### src/rtl/core_lsu.sv
// Load/store unit: one byte-enabled bus transaction at a time, with lane steering,
// load sign/zero extension, alignment fault detection and a bus-ack timeout.
module core_lsu #(
    parameter int WAIT_MAX = 255
) (
    input  logic        CLK,
    input  logic        RST_N,
    input  logic        REQ,
    input  logic        WE,
    input  logic [1:0]  SIZE,
    input  logic        UNS,
    input  logic [31:0] ADDR,
    input  logic [31:0] WDATA,
    output logic        BUSY,
    output logic        DONE,
    output logic [31:0] RDATA,
    output logic        MISALIGN,
    output logic        ERR,
    output logic        BUS_REQ,
    output logic        BUS_WE,
    output logic [31:0] BUS_ADDR,
    output logic [3:0]  BUS_BE,
    output logic [31:0] BUS_WDATA,
    input  logic        BUS_ACK,
    input  logic [31:0] BUS_RDATA
);
    typedef enum logic [1:0] {IDLE, ACCESS, RESP} state_t;

    // counter runs 0..WAIT_MAX-1 across the request cycles; the last value ends the wait
    localparam logic [15:0] CNT_LAST = 16'(WAIT_MAX - 1);

    state_t      state, state_n;
    logic [15:0] cnt, cnt_n;
    logic        we_q, we_n, uns_q, uns_n;
    logic [1:0]  size_q, size_n, k_q, k_n;

    logic        busy_n, done_n, mis_n, err_n, req_n, bwe_n;
    logic [31:0] rdata_n, baddr_n, bwd_n, shifted, load_val;
    logic [3:0]  bbe_n, be_in;
    logic [31:0] wd_in;
    logic        bad_align;

    always_comb begin
        bad_align = (SIZE == 2'd3) || (SIZE == 2'd1 && ADDR[0]) ||
                    (SIZE == 2'd2 && ADDR[1:0] != 2'd0);
        case (SIZE)
            2'd0:    begin be_in = 4'b0001 << ADDR[1:0]; wd_in = {4{WDATA[7:0]}};  end
            2'd1:    begin be_in = 4'b0011 << ADDR[1:0]; wd_in = {2{WDATA[15:0]}}; end
            default: begin be_in = 4'hF;                 wd_in = WDATA;            end
        endcase
    end

    // bring the addressed lane down to bit 0, then extend
    always_comb begin
        shifted = BUS_RDATA >> {k_q, 3'b000};
        case (size_q)
            2'd0:    load_val = {{24{~uns_q & shifted[7]}},  shifted[7:0]};
            2'd1:    load_val = {{16{~uns_q & shifted[15]}}, shifted[15:0]};
            default: load_val = BUS_RDATA;
        endcase
    end

    always_comb begin
        state_n = state;
        cnt_n   = cnt;
        we_n    = we_q;
        uns_n   = uns_q;
        size_n  = size_q;
        k_n     = k_q;
        busy_n  = BUSY;
        done_n  = 1'b0;
        mis_n   = 1'b0;
        err_n   = 1'b0;
        rdata_n = RDATA;
        req_n   = BUS_REQ;
        bwe_n   = BUS_WE;
        baddr_n = BUS_ADDR;
        bbe_n   = BUS_BE;
        bwd_n   = BUS_WDATA;
        case (state)
            IDLE: begin
                if (REQ) begin
                    we_n    = WE;
                    uns_n   = UNS;
                    size_n  = SIZE;
                    k_n     = ADDR[1:0];
                    baddr_n = {ADDR[31:2], 2'b00};
                    busy_n  = 1'b1;
                    if (bad_align) begin
                        state_n = RESP;
                        done_n  = 1'b1;
                        mis_n   = 1'b1;
                    end else begin
                        state_n = ACCESS;
                        cnt_n   = 16'd0;
                        req_n   = 1'b1;
                        bwe_n   = WE;
                        bbe_n   = be_in;
                        bwd_n   = wd_in;
                    end
                end
            end
            ACCESS: begin
                if (BUS_ACK || cnt == CNT_LAST) begin
                    state_n = RESP;
                    done_n  = 1'b1;
                    req_n   = 1'b0;
                    bwe_n   = 1'b0;
                    bbe_n   = 4'h0;
                    bwd_n   = 32'h0;
                    if (BUS_ACK) begin
                        if (!we_q) rdata_n = load_val;
                    end else begin
                        err_n = 1'b1;
                    end
                end else begin
                    cnt_n = cnt + 16'd1;
                end
            end
            RESP: begin
                state_n = IDLE;
                busy_n  = 1'b0;
            end
            default: begin
                state_n = IDLE;
                busy_n  = 1'b0;
            end
        endcase
    end

    always_ff @(posedge CLK) begin
        if (!RST_N) begin
            state     <= IDLE;
            cnt       <= 16'd0;
            we_q      <= 1'b0;
            uns_q     <= 1'b0;
            size_q    <= 2'd0;
            k_q       <= 2'd0;
            BUSY      <= 1'b0;
            DONE      <= 1'b0;
            MISALIGN  <= 1'b0;
            ERR       <= 1'b0;
            RDATA     <= 32'h0;
            BUS_REQ   <= 1'b0;
            BUS_WE    <= 1'b0;
            BUS_ADDR  <= 32'h0;
            BUS_BE    <= 4'h0;
            BUS_WDATA <= 32'h0;
        end else begin
            state     <= state_n;
            cnt       <= cnt_n;
            we_q      <= we_n;
            uns_q     <= uns_n;
            size_q    <= size_n;
            k_q       <= k_n;
            BUSY      <= busy_n;
            DONE      <= done_n;
            MISALIGN  <= mis_n;
            ERR       <= err_n;
            RDATA     <= rdata_n;
            BUS_REQ   <= req_n;
            BUS_WE    <= bwe_n;
            BUS_ADDR  <= baddr_n;
            BUS_BE    <= bbe_n;
            BUS_WDATA <= bwd_n;
        end
    end
endmodule

### config.mk
export PLATFORM = sky130hd
export DESIGN_NAME = core_lsu
export DESIGN_NICKNAME = d
export VERILOG_FILES = /design/src/rtl/core_lsu.sv
export SDC_FILE = /design/constraint.sdc
export NUM_CORES = 1
export LEC_CHECK = 0
export ABC_CLOCK_PERIOD_IN_PS = 3600
export CORE_MARGIN = 8
export CORE_UTILIZATION = 40
export DETAILED_ROUTE_END_ITERATION = 8
export HOLD_SLACK_MARGIN = 0.03
export PLACE_DENSITY = 0.72
export SKIP_LAST_GASP = 1
export SYNTH_ARGS = -nofsm -noshare
export SYNTH_HDL_FRONTEND = slang
export SYNTH_SLANG_ARGS = --single-unit
### constraint.sdc
create_clock -name CLK -period 3.6 [get_ports CLK]
set_clock_uncertainty 0.15 [all_clocks]
set_input_delay 0.72 -clock CLK [delete_from_list [all_inputs] [get_ports CLK]]
set_output_delay 0.72 -clock CLK [all_outputs]
set_load 0.05 [all_outputs]
# Yosys cells after proc, flatten, opt, wreduce, memory -nomap -nowiden
# Cells that the tools add are included.
dict set report totals {
  regBits 128
  input_bits 104
  output_inout_bits 106
  word_cells 86
}
dict set report classes {
  muxes 33
  n_eq_ne 10
  bitwise_logic 5
  shift 3
  add_sub_neg 1
  n_reduce_logical 18
}
# op count
set op_table {}
lappend op_table {{one-hot mux 32 bit (2 select lines)} 3}
lappend op_table {{2-to-1 mux 32 bit} 3}
lappend op_table {{2-to-1 mux 16 bit} 3}
lappend op_table {{one-hot mux 16 bit (2 select lines)} 1}
lappend op_table {{right shift 32 x 5 -> 16 bit} 1}
lappend op_table {{adder 16 x 1 -> 16 bit, second input constant} 1}
lappend op_table {{equality test 16 x 8 -> 1 bit, second input constant} 1}
lappend op_table {{one-hot mux 4 bit (2 select lines)} 2}
lappend op_table {{2-to-1 mux 4 bit} 3}
lappend op_table {{AND reduction 4 bit} 3}
lappend op_table {{2-to-1 mux 1 bit} 10}
lappend op_table {{inequality test 2 bit, second input constant} 4}
lappend op_table {{one-hot mux 1 bit (2 select lines)} 4}
lappend op_table {{AND reduction 2 bit} 4}
lappend op_table {{equality test 2 x 1 -> 1 bit, second input constant} 3}
lappend op_table {{logical NOT 2 bit} 3}
lappend op_table {{2-to-1 mux 2 bit} 3}
lappend op_table {{equality test 2 bit, second input constant} 2}
lappend op_table {{one-hot mux 2 bit (2 select lines)} 1}
lappend op_table {{nonzero test 2 bit} 2}
lappend op_table {{left shift 1 x 2 -> 4 bit, first input constant} 1}
lappend op_table {{left shift 2 x 2 -> 4 bit, first input constant} 1}
lappend op_table {{logical OR 1 bit} 3}
lappend op_table {{inverter 1 bit} 3}
lappend op_table {{3 further kinds} 5}

# Logic depth before layout (Yosys ltp)
# Gate-level depths: netlist of the first run.
dict set report logic_depth {
  ltp_word 7
  depth_mapped 8
  mapped_depth_nobuf 6
}

# Worst setup path before layout of the first run
# No wires, ideal clock.
dict set report synth_path {
  path_type {in2reg}
  from {input port SIZE[0]}
  to {register BUS_WDATA[5]}
  path_stages 6
  setup_ps 117
  setup_slack_ps 1182
  path_buffers 2
  required_time_ps 3333
  arrival_ps 2151
  cell_sequence {clkbuf_1 a21oi_1 o21ai_1 nor2_1 buf_2 a22o_1}
}
dict set report synth_between {
  elab_chain_len 6
  elab_cells_between_ends 9
  classes_between {eq/ne (4); reduce/logical (5)}
}
# item line_no
set synth_rtl {}
lappend synth_rtl {{start, declared} 10} ;# input logic [1:0] SIZE,
lappend synth_rtl {{equality test 2 x 1 -> 1 bit} 44} ;# bad_align = (SIZE == 2'd3) || (SIZE == 2'd1 && ADDR[0]) ||
lappend synth_rtl {{logical AND 1 bit} 44}
lappend synth_rtl {{logical OR 1 bit} 44}
lappend synth_rtl {{logical OR 1 bit *} 44}
lappend synth_rtl {{inequality test 2 bit (no source line) *} --}
lappend synth_rtl {{AND reduction 4 bit (no source line) *} --}
lappend synth_rtl {{end signal, assigned} 165} ;# BUS_WDATA <= bwd_n;
lappend synth_rtl {{end, declared} 23} ;# output logic [31:0] BUS_WDATA,
# Mark *: on every way between the ends. The rest lies on a longest branch, timed or not.
# A chain may end at the register's enable or synchronous reset.

# Final worst setup path of the first run
dict set report layout_path {
  from {register cnt[1]}
  to {register cnt[14]}
}
dict set report layout_between {
  elab_chain_len 4
  elab_cells_between_ends 7
  classes_between {add/sub (1); eq/ne (2); mux (2); reduce/logical (2)}
}
# item line_no
set layout_rtl {}
lappend layout_rtl {{start, declared} 33} ;# logic [15:0] cnt, cnt_n;
lappend layout_rtl {{start signal, assigned} 151} ;# cnt <= cnt_n;
lappend layout_rtl {{branches (longest 4 deep; another with adder 16 x 1 -> 16 bit)} --}
# Several ways; the timed one is not identified. The select of a mux whose other input is x is not followed.

==> results of run 1 <==
critical path: cells and delay by family (launching register included):
kind,cells,cell delay (ns)
AO/OA/AOI/OAI,2,1.07
AND/OR/NAND/NOR,2,0.90
adder cells (fa/ha/maj),1,0.18
flip-flops,1,0.42
flip-flops by register name, summed over array words and instances (netlist names), 2 cells and up:
signal     flops
BUS_ADDR      30
BUS_BE         4
BUS_WDATA     32
RDATA         32
cnt           16
k_q            2
size_q         2
state          2
how the worst max path moves through the flow:
stage	startpoint	to	slack, ns
final	cnt[1]$_SDFFE_PN0P_	cnt[14]$_SDFFE_PN0P_	0.80
after global routing	cnt[1]$_SDFFE_PN0P_	cnt[14]$_SDFFE_PN0P_	0.65
after CTS	cnt[1]$_SDFFE_PN0P_	cnt[6]$_SDFFE_PN0P_	0.81
after detailed placement	ADDR[0]	BUS_WDATA[9]$_SDFFE_PN0P_	0.53
after global placement	ADDR[0]	BUS_WDATA[23]$_SDFFE_PN0P_	0.66
after floorplan	SIZE[0]	BUS_WDATA[5]$_SDFFE_PN0P_	1.18
report_power, final:
part	internal [mW]	switching, mW	total (mW)	leakage (nW)
sequential	1.49	0.0550	1.54	1.04
combinational	0.304	0.469	0.773	1.73
clock	1.24	0.646	1.89	0.308
through the flow:
step / utilization / hold WS [ns] / worst slack [ns]
3_3_place_gp: 0.565 / 0.292 / 0.661
2_1_floorplan: - / 0.296 / 1.18
6_report: 0.612 / 0.301 / 0.795
5_1_grt: 0.612 / 0.321 / 0.652
4_1_cts: 0.612 / 0.300 / 0.807
3_5_place_dp: 0.565 / 0.293 / 0.534
cells by family (layout without fill, tap and decap cells):
family / Yosys count / in the layout / share of synthesized area
buf+inv: 62 / 258 / 0.0458
other cells: 1 / 2 / 0.000666
mux: 41 / 41 / 0.0751
compound gates: 215 / 215 / 0.255
simple gates: 188 / 188 / 0.160
xor+xnor: 2 / 2 / 0.00311
flops: 128 / 128 / 0.455
fa+ha+maj: 2 / 2 / 0.00445
routing by layer:
layer / wire (um) / GRT usage / vias to the layer above
met5: 0 / 0 / -
met4: 351 / 0.0674 / 0
met3: 2180 / 0.101 / 31
met2: 9070 / 0.337 / 264
met1: 7810 / 0.243 / 2675
li1: - / - / 2697
cell usage in the layout (no fill, tap or decap), drive strengths merged, types with 7 or more instances in the layout:
cell type | netlist | layout
a21o | 8 | 8
a21oi | 77 | 77
a22o | 18 | 18
a22oi | 7 | 7
a2bb2oi | 10 | 10
a31oi | 7 | 7
buf | 19 | 13
clkbuf | 37 | 18
clkdlybuf4s50 | 0 | 207
dfxtp | 128 | 128
inv | 6 | 7
mux2i | 40 | 40
nand2 | 112 | 112
nand3 | 11 | 11
nand4 | 8 | 8
nor2 | 13 | 13
nor3 | 14 | 14
o21ai | 38 | 38
o221ai | 7 | 7
o2bb2ai | 26 | 26
layout make-up:
class                   instances  area [um2]
clock buffers                  18         439
clock inverters                14         213
fillers                      1144        5360
inverters                       6        22.5
multi-input cells             450        2830
flip-flops and latches        128        2560
well taps                     180         225
repair buffers                220        2170
==> flow_summary.toml, run 1 <==
[outcome]
status = "complete, no violations"

[yosys]
ys_types = 59
synth_edf_count = 0
syn_inst = 639
synth_top_cell_area_share = 0.455
synthTopCellsByCount = "dfxtp_1, nand2_1, a21oi_1, mux2i_1"
synth_top_cell_by_area = "dfxtp_1"
async_reset_ff_frac = 0
avgSynthCellArea_um2 = 8.81
ys_seq_elements = 128
synth.most_common_cell = "dfxtp_1"
syn_area_mm2 = 0.00563
synth_ff_type = "dfxtp_1"
synth_seq_area_share = 0.455
synth.area.top_cells = "dfxtp_1, nand2_1, mux2i_1"
yosys_warnings = 0

[sta]
rsz0062_at_grt = "no"
fmax_ghz = 0.357
max_slew_margin = 0.443
hold_viol = 0
drv_slew = 0
finalSetupTns_ns = 0
setup_viol = 0
period_share = 0.779
worst_pin_slew_ns = 0.833
min_period_ns = 2.80

[die]
pin_count = 210
die_y_um = 135
die_x_um = 135
dieArea_mm2 = 0.0181
core_area_mm2 = 0.0138
rows = 43
initial_core_util = 0.407

[global_route]
antenna_found_initial = 0
grt_max_degree = 39
grt-ovfl-total = 0
grt_pass1_vias = 5764
grt_first_pass_wirelength_um = 30500
grt_usage = 0.211

[worst_setup_path]
r2r_cells = 5
worst_path_largest_cell_delay_ns = 0.82
worstReg2RegEnd = "cnt[14]$_SDFFE_PN0P_"
critPathKind = "flip-flop to flip-flop"
r2r_slack_ns = 0.80
cp_slowest_cell = "o41ai_4"
crit_required_ns = 3.79
cp_cell_sequence = "ha_1 -> or4b_4 -> o41ai_4 -> nand3_1 -> a31oi_1"
cp-start-kind = "flip-flop"
critical_path.max_fanout = 15
arrival_ns = 3.00
worstSetupEndpointType = "flip-flop"
rr_startpoint = "cnt[1]$_SDFFE_PN0P_"

[clocking]
post_cts_resized = 0
cts.sinks = 128
clkLatencyLatePin_ns = 0.42
root_buffer = "clkbuf_16"
cts_made_buffers = 17
htree_levels = 4
clk_pin_slew_ns = 0.06
cts_setup_buffers = 0
cts_hold_buf = 0
cts_tree = "done"
clockBufferDepth = 2

[hold_path]
hp-start = "RDATA[3]$_SDFFE_PN0P_"
hp-class = "flip-flop to flip-flop"
holdPathStages = 2
hold_end = "RDATA[3]$_SDFFE_PN0P_"

[route]
drt_iter0_markers = 451
first_pass_iters = 5
detail-route-antenna-nets = 0
drc_errors = 0
drt_wl_total_um = 19400
vias_per_cell = 5.58
wl_per_cell_um = 19.1
num_vias = 5667

[run]
drv_cap = 0

[final_layout]
antenna_cells = 0
nets = 929
stdcell_count = 1016
area_delta_synth_final_pct = 50.4
fin_area_mm2 = 0.00847
drive_above_1_share = 0.0730

[place]
place_area_mm2 = 0.00781
dpl.hpwl_um = 14200
dp.cells = 984
finalWeightedCongestion = 0.864
port_buffers = 207

[power_and_ir_drop]
finalPower_mw = 4.21
power_density_mw_per_mm2 = 497
ir_worst_vdd_mv = 0.291
p_leak_nw = 3.09
No activity file was read; power rests on OpenSTA's default activity.
==> inputs of run 2 (changes only) <==
--- a/config.mk
+++ b/config.mk
@@ -5,12 +5,12 @@
 export SDC_FILE = /design/constraint.sdc
 export NUM_CORES = 1
 export LEC_CHECK = 0
-export ABC_CLOCK_PERIOD_IN_PS = 3600
+export ABC_CLOCK_PERIOD_IN_PS = 2400
 export CORE_MARGIN = 8
 export CORE_UTILIZATION = 40
 export DETAILED_ROUTE_END_ITERATION = 8
 export HOLD_SLACK_MARGIN = 0.03
-export PLACE_DENSITY = 0.72
+export PLACE_DENSITY = 0.75
 export SKIP_LAST_GASP = 1
 export SYNTH_ARGS = -nofsm -noshare
 export SYNTH_HDL_FRONTEND = slang
==> constraint.sdc (replaced) <==
create_clock -name CLK -period 2.4 [get_ports CLK]
set_clock_uncertainty 0.15 [all_clocks]
set_input_delay 0.48 -clock CLK [delete_from_list [all_inputs] [get_ports CLK]]
set_output_delay 0.48 -clock CLK [all_outputs]
set_load 0.05 [all_outputs]
==> run 2 against run 1 <==
Compared with the run above: critical path depth increased by 3; first-iteration DRC count increased by 2.0%; clock power increased by 42%; final cell count increased by 3.1%; global-route usage increased by 0.24 points; utilization increased by 1.7 points; sequential share of layout area decreased by 0.83 points; register-to-register slack got worse by 0.70 ns; count of clock-buffer cells in the layout unchanged; maximum frequency increased by 22%; critical endpoint is now BUS_WDATA[26]$_SDFFE_PN0P_.
==> flow_summary.toml, run 2 (synthesis gave the netlist of run 1 again) <==
[outcome]
status = "complete, no violations"

[place]
place_area_mm2 = 0.00806
finalWeightedCongestion = 0.883
preCtsSetupSlack_ns = -0.0316
dpl.hpwl_um = 14400
dp.cells = 1014
port_buffers = 207

[sta]
max_slew_margin = 0.552
worst_hold_slack_ns = 0.300
setup_viol = 0
period_share = 0.959
min_period_ns = 2.30
hold_viol = 0
finalSetupTns_ns = 0
setup_slack_ns = 0.0994
rsz0062_at_grt = "no"
worst_pin_slew_ns = 0.671
fmax_ghz = 0.435
drv_slew = 0

[worst_setup_path]
arrival_ns = 2.46
worstSetupEndpointType = "flip-flop"
critPathKind = "flip-flop to flip-flop"
cp-start-kind = "flip-flop"
crit_required_ns = 2.55
critical_path.max_fanout = 38

[final_layout]
reg_top3 = "BUS_WDATA x32, RDATA x32, BUS_ADDR x30"
nets = 959
drive_above_1_share = 0.107
most-common-layout-cells = "clkdlybuf4s50_1, dfxtp_1, nand2_1, a21oi_1, buf_4"
fin_area_mm2 = 0.00870
area_delta_synth_final_pct = 54.7
stdcell_count = 1047
fill_cells = 1135
fin_util = 0.630
layout_commonest_cell = "clkdlybuf4s50_1"

[route]
first_pass_iters = 7
drc_errors = 0
vias_per_cell = 5.51
detail-route-antenna-nets = 0
wl_per_cell_um = 18.6
num_vias = 5764
drt_iter0_markers = 460
drt_wl_total_um = 19500

[power_and_ir_drop]
finalPower_mw = 6.20
p_leak_nw = 3.23
power_density_mw_per_mm2 = 712
p_sw_frac = 0.291
ir_worst_vdd_mv = 0.532
p_int_mw = 4.40
switching_power_mw = 1.80
sequentialPowerShare = 0.371
power.share.clock = 0.434
p_comb_frac = 0.195

[die]
initial_core_util = 0.407
die_x_um = 135
pin_count = 210
rows = 43
dieArea_mm2 = 0.0181
die_y_um = 135
core_area_mm2 = 0.0138

[clocking]
clk_pin_slew_ns = 0.06
cts.sinks = 128
clkLatencyLatePin_ns = 0.41
clockBufferDepth = 2
cts_made_buffers = 17
root_buffer = "clkbuf_16"
htree_levels = 4
cts_tree = "done"

[global_route]
grt_max_degree = 39
grt_pass1_vias = 5929
grt_first_pass_wirelength_um = 31100
grt-ovfl-total = 0
grt_usage = 0.213
antenna_found_initial = 1

[run]
drv_cap = 0

[hold_path]
hp-class = "flip-flop to flip-flop"
-- run 2: final timing paths --
kind,start,end,slack (ns),cells past startpoint
worst max register to register,cnt[0]$_SDFFE_PN0P_,BUS_WDATA[26]$_SDFFE_PN0P_,0.1,8
worst min-delay path,RDATA[1]$_SDFFE_PN0P_,RDATA[1]$_SDFFE_PN0P_,0.30,2
worst min register to register,RDATA[1]$_SDFFE_PN0P_,RDATA[1]$_SDFFE_PN0P_,0.30,2
worst max-delay path,cnt[0]$_SDFFE_PN0P_,BUS_WDATA[26]$_SDFFE_PN0P_,0.1,8
-- run 2: metal layers --
metal  vias to the layer above  wire length [um]  track usage
met5                         -                 0            0
met4                         0               507       0.0861
met3                        35              2060       0.0951
met2                       253              9200        0.346
met1                      2709              7730        0.239
li1                       2767                 -            -
-- run 2: final cells by class --
| class | instances | area [um2] | share of cell area |
|---|---|---|---|
| multi-input cells | 450 | 2850 | 0.328 |
| flip-flops and latches | 128 | 2560 | 0.294 |
| repair buffers | 250 | 2420 | 0.278 |
| clock buffers | 18 | 439 | 0.0505 |
| well taps | 180 | 225 | 0.0259 |
| clock inverters | 14 | 179 | 0.0206 |
| inverters | 6 | 22.5 | 0.00259 |
| diodes | 1 | 2.50 | 0.000287 |
-- run 2: timing repair --
action                                  CTS  global route
endpoints found under the setup margin    3            19
hold buffers                              0             0
pin swaps                                 1             2
resized for setup                         1             2
buffers inserted                          0             0
endpoints found under the hold margin     0             0
-- run 2: worst max-delay path, stage by stage, from the launching register on --
cell	delay, ns
dfxtp_1	0.31
inv_1	0.07
ha_1	0.14
or4b_4	0.51
o41ai_4	0.32
buf_4	0.19
a211oi_4	0.07
buf_12	0.20
a22o_1	0.24
-- run 2: power groups by stage --
| stage | sequential, mW | clock [mW] | combinational [mW] |
|---|---|---|---|
| floorplan | 2.65 | 0 | 0.369 |
| CTS | 2.30 | 2.73 | 1.21 |
| finish | 2.30 | 2.69 | 1.21 |
| global route | 2.31 | 2.83 | 1.28 |
| global placement | 2.34 | 0 | 1.19 |
| detailed placement | 2.34 | 0 | 1.21 |
==> inputs of run 3 (changes only) <==
--- a/config.mk
+++ b/config.mk
@@ -6,9 +6,12 @@
 export NUM_CORES = 1
 export LEC_CHECK = 0
 export ABC_CLOCK_PERIOD_IN_PS = 2400
+export CAP_MARGIN = 20
 export CORE_MARGIN = 8
 export CORE_UTILIZATION = 40
+export CTS_CLUSTER_SIZE = 12
 export DETAILED_ROUTE_END_ITERATION = 8
+export GPL_TIMING_DRIVEN = 0
 export HOLD_SLACK_MARGIN = 0.03
 export PLACE_DENSITY = 0.75
 export SKIP_LAST_GASP = 1
==> run 3 against run 2 <==
Compared with the run above: wire length decreased by 1.2%; sequential cell count stayed put; sequential power about the same; largest cell class unchanged; critical path type unchanged; register-to-register slack got worse by 0.02 ns; non-clock buffer count grew 8; worst setup slack got worse by 0.024 ns; first-iteration DRC count decreased by 23%; final cell count up 0.57%; die area did not move.
==> flow_summary.toml, run 3 (synthesis gave the netlist of run 1 again) <==
[final_layout]
reg_top3 = "BUS_WDATA x32, RDATA x32, BUS_ADDR x30"
nets = 967
fin_util = 0.623
antenna_cells = 0
stdcell_count = 1053
drive_above_1_share = 0.0790
area_delta_synth_final_pct = 53.0
layout_commonest_cell = "clkdlybuf4s50_1"
fin_area_mm2 = 0.00861
most-common-layout-cells = "clkdlybuf4s50_1, dfxtp_1, nand2_1, a21oi_1, mux2i_1"

[power_and_ir_drop]
finalPower_mw = 6.36
p_leak_nw = 3.15
power_density_mw_per_mm2 = 739
ir_worst_vdd_mv = 0.493

[outcome]
status = "complete, no violations"

[clocking]
cts_made_buffers = 17
htree_levels = 4
cts_setup_buffers = 0
cts_hold_buf = 0
cts_tree = "done"
clkLatencyLatePin_ns = 0.42
root_buffer = "clkbuf_16"
clk_pin_slew_ns = 0.06
cts.sinks = 128
clockBufferDepth = 2

[sta]
finalSetupTns_ns = 0
min_period_ns = 2.32
drv_slew = 0
setup_slack_ns = 0.0755
worst_pin_slew_ns = 0.873
fmax_ghz = 0.430
hold_viol = 0
max_slew_margin = 0.416
period_share = 0.969
rsz0062_at_grt = "yes"
setup_viol = 0
worst_hold_slack_ns = 0.299

[global_route]
grt_first_pass_wirelength_um = 30300
antenna_found_initial = 0
grt_max_degree = 17
grt-ovfl-total = 0
grt_pass1_vias = 5639
grt_usage = 0.210

[route]
wl_per_cell_um = 18.3
first_pass_iters = 5
num_vias = 5608
drt_wl_total_um = 19300
vias_per_cell = 5.33
detail-route-antenna-nets = 0
drc_errors = 0
drt_iter0_markers = 353

[place]
finalWeightedCongestion = 0.883
dp.cells = 1023
place_area_mm2 = 0.00789
port_buffers = 203
dpl.hpwl_um = 14400
preCtsSetupSlack_ns = -0.668

[worst_setup_path]
arrival_ns = 2.46
crit_required_ns = 2.54
cp-start-kind = "flip-flop"
worstSetupEndpointType = "flip-flop"
critical_path.max_fanout = 10
critPathKind = "flip-flop to flip-flop"

[die]
pin_count = 210
initial_core_util = 0.407
dieArea_mm2 = 0.0181
die_y_um = 135
die_x_um = 135
core_area_mm2 = 0.0138
rows = 43

[run]
drv_cap = 0

[hold_path]
hp-class = "flip-flop to flip-flop"
run 3: metal layers:
metal  global-route usage  wire, um
met4               0.0861       413
met1                0.253      8190
met2                0.319      8570
met5                    0         0
met3               0.0955      2100
run 3: layout make-up:
type,instances,area (um2)
Timing Repair Buffer,203,2030
Sequential cell,128,2570
Tap cell,180,225
Fill cell,1199,5220
Clock inverter,10,181
Clock buffer,21,470
Buffer,55,248
Multi-Input combinational cell,450,2870
Inverter,6,22.5
run 3: worst max-delay path: stages, from the launching register on:
cell       delay, ns
dfxtp_1         0.39
or4bb_4         0.61
o41ai_4         0.41
a211oi_2        0.13
buf_4           0.20
buf_4           0.18
o2bb2ai_1       0.13
run 3: final timing paths:
path	startpoint	to	slack (ns)	depth (start not counted)
setup / recovery	cnt[8]$_SDFFE_PN0P_	BUS_WDATA[16]$_SDFFE_PN0P_	0.08	6
hold reg to reg	BUS_REQ$_SDFFE_PN0P_	BUS_REQ$_SDFFE_PN0P_	0.30	1
setup reg to reg	cnt[8]$_SDFFE_PN0P_	BUS_WDATA[16]$_SDFFE_PN0P_	0.08	6
hold / removal	BUS_REQ$_SDFFE_PN0P_	BUS_REQ$_SDFFE_PN0P_	0.30	1
run 3: what timing repair did:
item                       in CTS  in global routing
cloned                          0                  0
pin swaps                       3                  2
resized for setup              11                 15
setup endpoints to repair      58                 66
run 3: power by group:
part | switching [mW] | leakage (nW) | internal (mW)
clock | 0.946 | 0.319 | 1.92
combinational | 0.743 | 1.78 | 0.468
sequential | 0.0567 | 1.04 | 2.23
